**config.mk**
```make
export PLATFORM = sky130hd
export DESIGN_NAME = vid_out_timing_fetch
export DESIGN_NICKNAME = d
export VERILOG_FILES = /design/src/rtl/vid_out_timing_fetch.sv
export SDC_FILE = /design/constraint.sdc
export NUM_CORES = 1
export LEC_CHECK = 0
export ABC_AREA = 1
export BUFFER_PORTS_ARGS = -buffer_cell sky130_fd_sc_hd__clkbuf_2
export CORE_ASPECT_RATIO = 0.6
export CORE_MARGIN = 10
export CORE_UTILIZATION = 45
export DETAILED_ROUTE_END_ITERATION = 10
export PLACE_DENSITY = 0.81
export SETUP_SLACK_MARGIN = 0.15
export SYNTH_ARGS = -nofsm -noshare
export SYNTH_HDL_FRONTEND = slang
export SYNTH_SLANG_ARGS = --single-unit
```
**constraint.sdc**
```tcl
create_clock -name I_clk -period 2.54 [get_ports I_clk]
set_input_delay 0.254 -clock I_clk [delete_from_list [all_inputs] [get_ports I_clk]]
set_output_delay 0.254 -clock I_clk [all_outputs]
set_load 0.005 [all_outputs]
```
**src/rtl/vid_out_timing_fetch.sv**
```systemverilog
// vid_out_timing_fetch: raster timing generator that pulls show-ahead pixels from the frame-buffer read FIFO
module vid_out_timing_fetch #(
    parameter int H_ACTIVE    = 1920,
    parameter int H_FP        = 88,
    parameter int H_SYNC      = 44,
    parameter int H_BP        = 148,
    parameter int V_ACTIVE    = 1080,
    parameter int V_FP        = 4,
    parameter int V_SYNC      = 5,
    parameter int V_BP        = 36,
    parameter bit HS_POL      = 1'b1,
    parameter bit VS_POL      = 1'b1,
    parameter int R_DATAWIDTH = 32
) (
    input  logic                   I_clk,
    input  logic                   I_rst,
    input  logic                   I_en,
    output logic                   O_R_FS,
    output logic                   O_R_rden,
    input  logic [R_DATAWIDTH-1:0] I_R_data,
    input  logic                   I_R_empty,
    output logic                   O_hs,
    output logic                   O_vs,
    output logic                   O_de,
    output logic [23:0]            O_rgb,
    output logic                   O_underflow,
    output logic [15:0]            O_uf_cnt,
    output logic                   O_running
);
    localparam int H_TOTAL = H_ACTIVE + H_FP + H_SYNC + H_BP;
    localparam int V_TOTAL = V_ACTIVE + V_FP + V_SYNC + V_BP;
    localparam int HW = $clog2(H_TOTAL);
    localparam int VW = $clog2(V_TOTAL);
    localparam logic [HW-1:0] H_LAST = HW'(H_TOTAL - 1);
    localparam logic [HW-1:0] H_ACT  = HW'(H_ACTIVE);
    localparam logic [HW-1:0] HS_BEG = HW'(H_ACTIVE + H_FP);
    localparam logic [HW-1:0] HS_END = HW'(H_ACTIVE + H_FP + H_SYNC);
    localparam logic [VW-1:0] V_LAST = VW'(V_TOTAL - 1);
    localparam logic [VW-1:0] V_ACT  = VW'(V_ACTIVE);
    localparam logic [VW-1:0] VS_BEG = VW'(V_ACTIVE + V_FP);
    localparam logic [VW-1:0] VS_END = VW'(V_ACTIVE + V_FP + V_SYNC);

    typedef enum logic {IDLE, RUN} state_t;
    state_t state, state_n;
    logic [HW-1:0] h_cnt, h_n;
    logic [VW-1:0] v_cnt, v_n;
    logic run, h_last, v_last, de_i, hs_i, vs_i, uf;
    logic unused_data;

    assign run    = state == RUN;
    assign h_last = h_cnt == H_LAST;
    assign v_last = v_cnt == V_LAST;
    assign de_i   = run && h_cnt < H_ACT && v_cnt < V_ACT;
    assign hs_i   = run && h_cnt >= HS_BEG && h_cnt < HS_END;
    assign vs_i   = run && v_cnt >= VS_BEG && v_cnt < VS_END;
    assign uf     = de_i && I_R_empty;
    assign O_R_FS    = vs_i;
    assign O_R_rden  = de_i && !I_R_empty;
    assign O_running = run;
    assign unused_data = ^I_R_data;

    // Starting in the front porch gives the buffer a full sync period to prefill before line 0.
    always_comb begin
        state_n = state;
        h_n     = h_cnt;
        v_n     = v_cnt;
        if (!run) begin
            state_n = I_en ? RUN : IDLE;
            h_n     = I_en ? '0 : h_cnt;
            v_n     = I_en ? V_ACT : v_cnt;
        end else begin
            h_n     = h_last ? '0 : h_cnt + 1'b1;
            v_n     = !h_last ? v_cnt : v_last ? '0 : v_cnt + 1'b1;
            state_n = (h_last && v_last && !I_en) ? IDLE : RUN;
        end
    end

    always_ff @(posedge I_clk) begin
        if (I_rst) begin
            state <= IDLE;
            h_cnt <= '0;
            v_cnt <= '0;
        end else begin
            state <= state_n;
            h_cnt <= h_n;
            v_cnt <= v_n;
        end
    end

    // Underflowed slots go out black; the raster keeps running.
    always_ff @(posedge I_clk) begin
        if (I_rst) begin
            O_de        <= 1'b0;
            O_hs        <= ~HS_POL;
            O_vs        <= ~VS_POL;
            O_rgb       <= '0;
            O_underflow <= 1'b0;
            O_uf_cnt    <= '0;
        end else begin
            O_de        <= de_i;
            O_hs        <= hs_i ? HS_POL : ~HS_POL;
            O_vs        <= vs_i ? VS_POL : ~VS_POL;
            O_rgb       <= O_R_rden ? I_R_data[23:0] : 24'h0;
            O_underflow <= O_underflow || uf;
            O_uf_cnt    <= O_uf_cnt + 16'(uf && !(&O_uf_cnt));
        end
    end
endmodule
```
# == Yosys cells after proc, flatten, opt, wreduce, memory -nomap -nowiden ==
# Index checks and enable logic that the tools add are counted.
# word_totals
register_bits,68
latchBits,0
mem_bits_rw,0
mem_bits_ro,0
in_bits,36
output_inout_bits,47
elab_cells,53
n_memories,0
# classes
add_sub_neg,3
mul,0
div,0
order_cmp,6
eq_ne,3
shifts,0
n_mux,12
n_bitwise,1
reduce_logical,19
# op_table
operator,n
11-bit two-way mux,4
12-bit two-way mux,3
"11-bit < comparator, second input constant",2
16-bit by 1-bit adder with 16-bit output,1
16-bit AND reduction,1
"12-bit by 1-bit adder with 12-bit output, second input constant",1
"12-bit == test, second input constant",1
"12-bit by 11-bit greater-or-equal comparator with 1-bit output, second input constant",1
"12-bit by 11-bit < comparator with 1-bit output, second input constant",1
"12-bit < comparator, second input constant",1
"11-bit by 1-bit adder with 11-bit output, second input constant",1
"11-bit == test, second input constant",1
"11-bit greater-or-equal comparator, second input constant",1
1-bit logical AND,11
1-bit two-way mux,5
1-bit zero test,3
"2-bit by 1-bit != test with 1-bit output, second input constant",1
2-bit AND reduction,1
2-bit nonzero test,1
2-bit OR reduction,1
1-bit logical OR,1
1-bit inverter,1

# == Longest topological paths before layout ==
# depth
word_depth,6
mapped_depth,15
mapped_depth_nobuf,15

# == Worst setup path before layout ==
# Ideal clock, no wire load.
# synth_path
kind,reg2reg
startpoint,register state (netlist: O_running)
endpoint,register O_uf_cnt[12]
setup_time_ns,0.128
t_arrival_ns,1.946
setup_slack_ns,0.467
path_stages_with_launch,14
period_less_slack_ns,2.073
cell_sequence,dfxtp_1 > buf_4 > inv_2 > nor3_2 > nand3_1 > a21oi_1 > ha_1 > ha_1 > nand2_1 > nor2_2 > nand2_1 > nor2_1 > xnor2_1 > nor2_1
# synth_via
elab_chain_len,5
# synth_rtl
element,line_no,rtl
from (decl),44,"state_t state, state_n;"
from (signal assigned),84,state <= state_n;
1-bit logical AND (2 in series),53,assign de_i = run && h_cnt < H_ACT && v_cnt < V_ACT;
1-bit logical AND,56,assign uf = de_i && I_R_empty;
1-bit logical AND,105,O_uf_cnt <= O_uf_cnt + 16'(uf && !(&O_uf_cnt));
16-bit by 1-bit adder with 16-bit output,105,
to (signal assigned),105,
to (decl),27,"output logic [15:0] O_uf_cnt,"
# No other way between the ends.
# A chain may end at the register's enable or synchronous reset.

# == Final worst setup path ==
# layout_path
startpoint,register h_cnt[7]
endpoint,register O_uf_cnt[13]
# layout_via
elab_chain_len,6
# layout_rtl
element,line_no,rtl
from (decl),45,"logic [HW-1:0] h_cnt, h_n;"
from (signal assigned),85,h_cnt <= h_n;
12-bit by 11-bit < comparator with 1-bit output,53,
1-bit logical AND (2 in series),53,
1-bit logical AND,56,
1-bit logical AND,105,
16-bit by 1-bit adder with 16-bit output,105,
# No other way between the ends.

==> flow_summary.yaml <==
grt:
  grt_pass1_wl_mm: 13.8
  grt_usage_pct: 15.1
  grt.overflow.total: 0
  grt_max_degree: 25
  antenna_found_initial: 0
  grt_pass1_vias: 2821
floorplan:
  die_area_sq_mm: 0.0112
  num_rows: 23
  die_height_microns: 86.1
  io_pins: 83
  coreArea_sq_mm: 0.00688
  die_w_microns: 130
  start_util_pct: 47.6
timing:
  worstMarginPinSlew_ps: 625
  rsz0062_at_grt: "true"
  fin_skew_ps: 4.39
  hold_viol: 0
  slew_viol_final: 0
  finalCritPeriodShare_pct: 90.4
  relSlewSlack_pct: 58.3
  fmax_mhz: 435
  finalCriticalPeriod_ps: 2300
  fin_ws_ps: 243
  finalSetupViolCount: 0
placed_design:
  gp_congestion: 0.976
  dp.cells: 598
  place_area_sq_mm: 0.00370
  io_buffers: 74
  place_hpwl_mm: 6.44
  dp_slack_ps: 281
cts:
  clk_path_buf_depth: 2
  clock_sinks: 68
  clockRootBuffer: "clkbuf_16"
  clk_pin_slew_ps: 60
  htree_levels: 3
  clock_latency_ps: 330
  cts_tree: "built"
  cts_made_buffers: 9
worst_setup_path:
  ff2ff_setup_slack_ps: 240
  cp-start-kind: "flip-flop"
  cpPeakStageDelay_ps: 350
  critical_path_class: "flip-flop to flip-flop"
  critical-path-slowest-cell: "dfxtp_1"
  rr_worst_depth: 15
  critPathMaxFanout: 5
  cp-end-kind: "flip-flop"
  required_ps: 2770
  reg2reg_from: "h_cnt[7]$_SDFFE_PP0P_"
  crit_path_frequent_cell: "nand2_1"
  crit_buf_inv: 1
  crit_family: "simple AND/OR/NAND/NOR gates"
  cp.arrival_ps: 2530
  path_cells: "nand2_1 -> nor2_2 -> nor3_2 -> nand3_1 -> a21oi_1 -> ha_2 -> nand2_1 -> nor2_1 -> nand2_1 -> nor2_2 -> nand2_2 -> inv_1 -> nand2_1 -> nand2_1 -> nor2_1"
  r2r_end: "O_uf_cnt[13]$_SDFF_PP0_"
pwr:
  p_leak_nw: 1.83
  power_density_mw_per_mm2: 603
  ir_drop_uv: 436
yosys:
  ys_async_sr_fraction_pct: 0
  ys_types: 31
  synth_fp_nets: 484
  yosysMostFrequentCell: "nand2_1"
  synth.top_cell.area_share_pct: 41.6
  syn_inst: 443
  synth_area_sq_mm: 0.00327
  synth_top_area_cell: "dfxtp_1"
  synthTopCellsByArea: "dfxtp_1 42%, nand2_1 9.6%, inv_1 8.0%"
  synth_common_cells: "84 x nand2_1, 70 x inv_1, 68 x dfxtp_1, 52 x nor2_1, 31 x a21oi_1"
  avgSynthCellArea_sq_um: 7.39
  ys_seq_area_share_pct: 41.6
  synth_edf_count: 0
  ys.warnings.count: 0
  ys_seq_elements: 68
  synthFlopType: "dfxtp_1"
hold_path:
  hold_path_class: "input port to flip-flop"
  hold_depth: 3
  hold_end: "O_rgb[0]$_SDFF_PP0_"
  worstHoldStart: "I_R_data[0]"
detailed_routing:
  vias: 3125
  drc: 0
  via_per_inst: 5.07
  ant_nets: 0
  wirelength_mm: 8.57
  avgRoutedWirePerCell_microns: 13.9
  drt_iter0_markers: 265
  drt_pre_antenna_iters: 6
cells_and_area:
  area_growth_pct: 22.7
  stdcell_area_sq_mm: 0.00401
  antenna_cells: 0
  drive_gt1_share_pct: 26.5
  final_nets: 565
  final_cells: 616
outcome:
  status: "completed"
job:
  maxCapViolCount: 0
tightest hold or removal path: stages:
cell and delay, ps:
clkbuf_2 80, inv_1 40, nor2_1 30
routing by layer:
layer	up-vias	track usage [%]	routed length (microns)
li1	1556	-	-
met1	1423	20.4	3840
met4	0	4.27	104
met5	-	0	0
met3	13	6.27	1020
met2	133	21.3	3610
cell usage in the layout, fill, tap and decap left out, types with 4 or more instances in the layout:
| master | netlist | layout |
|---|---|---|
| nand4_1 | 15 | 15 |
| buf_4 | 1 | 6 |
| xor2_1 | 7 | 7 |
| nor3_1 | 10 | 10 |
| dfxtp_1 | 68 | 68 |
| nand2_2 | 4 | 6 |
| inv_1 | 70 | 70 |
| nand2_1 | 84 | 82 |
| nor2_1 | 52 | 50 |
| inv_2 | 5 | 5 |
| clkbuf_2 | 0 | 74 |
| nor2_2 | 4 | 5 |
| nor2_4 | 22 | 23 |
| a21oi_1 | 31 | 31 |
| clkbuf_16 | 0 | 9 |
| o21ai_0 | 15 | 15 |
| nand3_1 | 27 | 27 |
| ha_1 | 5 | 4 |
stage by stage:
stage               total power, mW  setup TNS, ps  hold slack, ps  util (%)
floorplan                      1.24              0             366         -
global placement               1.30              0             446      53.9
CTS                            2.44              0             109      57.9
global route                   2.51          -37.1             130      58.4
finish                         2.42              0             114      58.4
detailed placement             1.31              0             454      53.9
worst max path at each step:
stage	end	startpoint	depth (start not counted)	slack, ps
finish	O_uf_cnt[13]$_SDFF_PP0_	h_cnt[7]$_SDFFE_PP0P_	15	240
global route	O_uf_cnt[11]$_SDFF_PP0_	h_cnt[7]$_SDFFE_PP0P_	14	-40
CTS	O_uf_cnt[12]$_SDFF_PP0_	h_cnt[7]$_SDFFE_PP0P_	13	240
detailed placement	O_uf_cnt[12]$_SDFF_PP0_	h_cnt[7]$_SDFFE_PP0P_	13	280
global placement	O_uf_cnt[12]$_SDFF_PP0_	v_cnt[7]$_SDFFE_PP0P_	13	330
floorplan	O_uf_cnt[12]$_SDFF_PP0_	O_running$_SDFF_PP0_	13	470
repair_timing:
action | in CTS | in global routing
hold buffers | 0 | 0
setup endpoints to repair | 0 | 5
setup buffers | 0 | 2
gates resized for setup | 0 | 6
layout make-up:
class / count / area, sq um
fill: 605 / 2860
sequential: 68 / 1360
multi-input combinational: 290 / 1570
timing repair buffer: 80 / 415
tap: 87 / 109
inverter: 75 / 282
clock buffer: 9 / 225
clock inverter: 7 / 51.3
power by group:
part	leakage [nW]	internal, mW	switching (mW)
logic	1.15	0.0646	0.112
registers	0.552	1.09	0.0180
clock network	0.132	0.662	0.474
kinds of logic after synthesis:
family / synth area share (%)
AO/OA/AOI/OAI: 8.64
XOR/XNOR: 2.41
buffers and inverters: 10.9
adder cells (fa/ha/maj): 1.91
flip-flops: 41.6
AND/OR/NAND/NOR: 34.5
sequential cells by signal, summed over array words and instances, names as in the netlist:
| name | count |
|---|---|
| O_vs | 1 |
| O_running | 1 |
| O_rgb | 24 |
| O_uf_cnt | 16 |
| O_underflow | 1 |
| O_hs | 1 |
| O_de | 1 |
| v_cnt | 11 |
| h_cnt | 12 |
(Power assumes the default switching activity.)
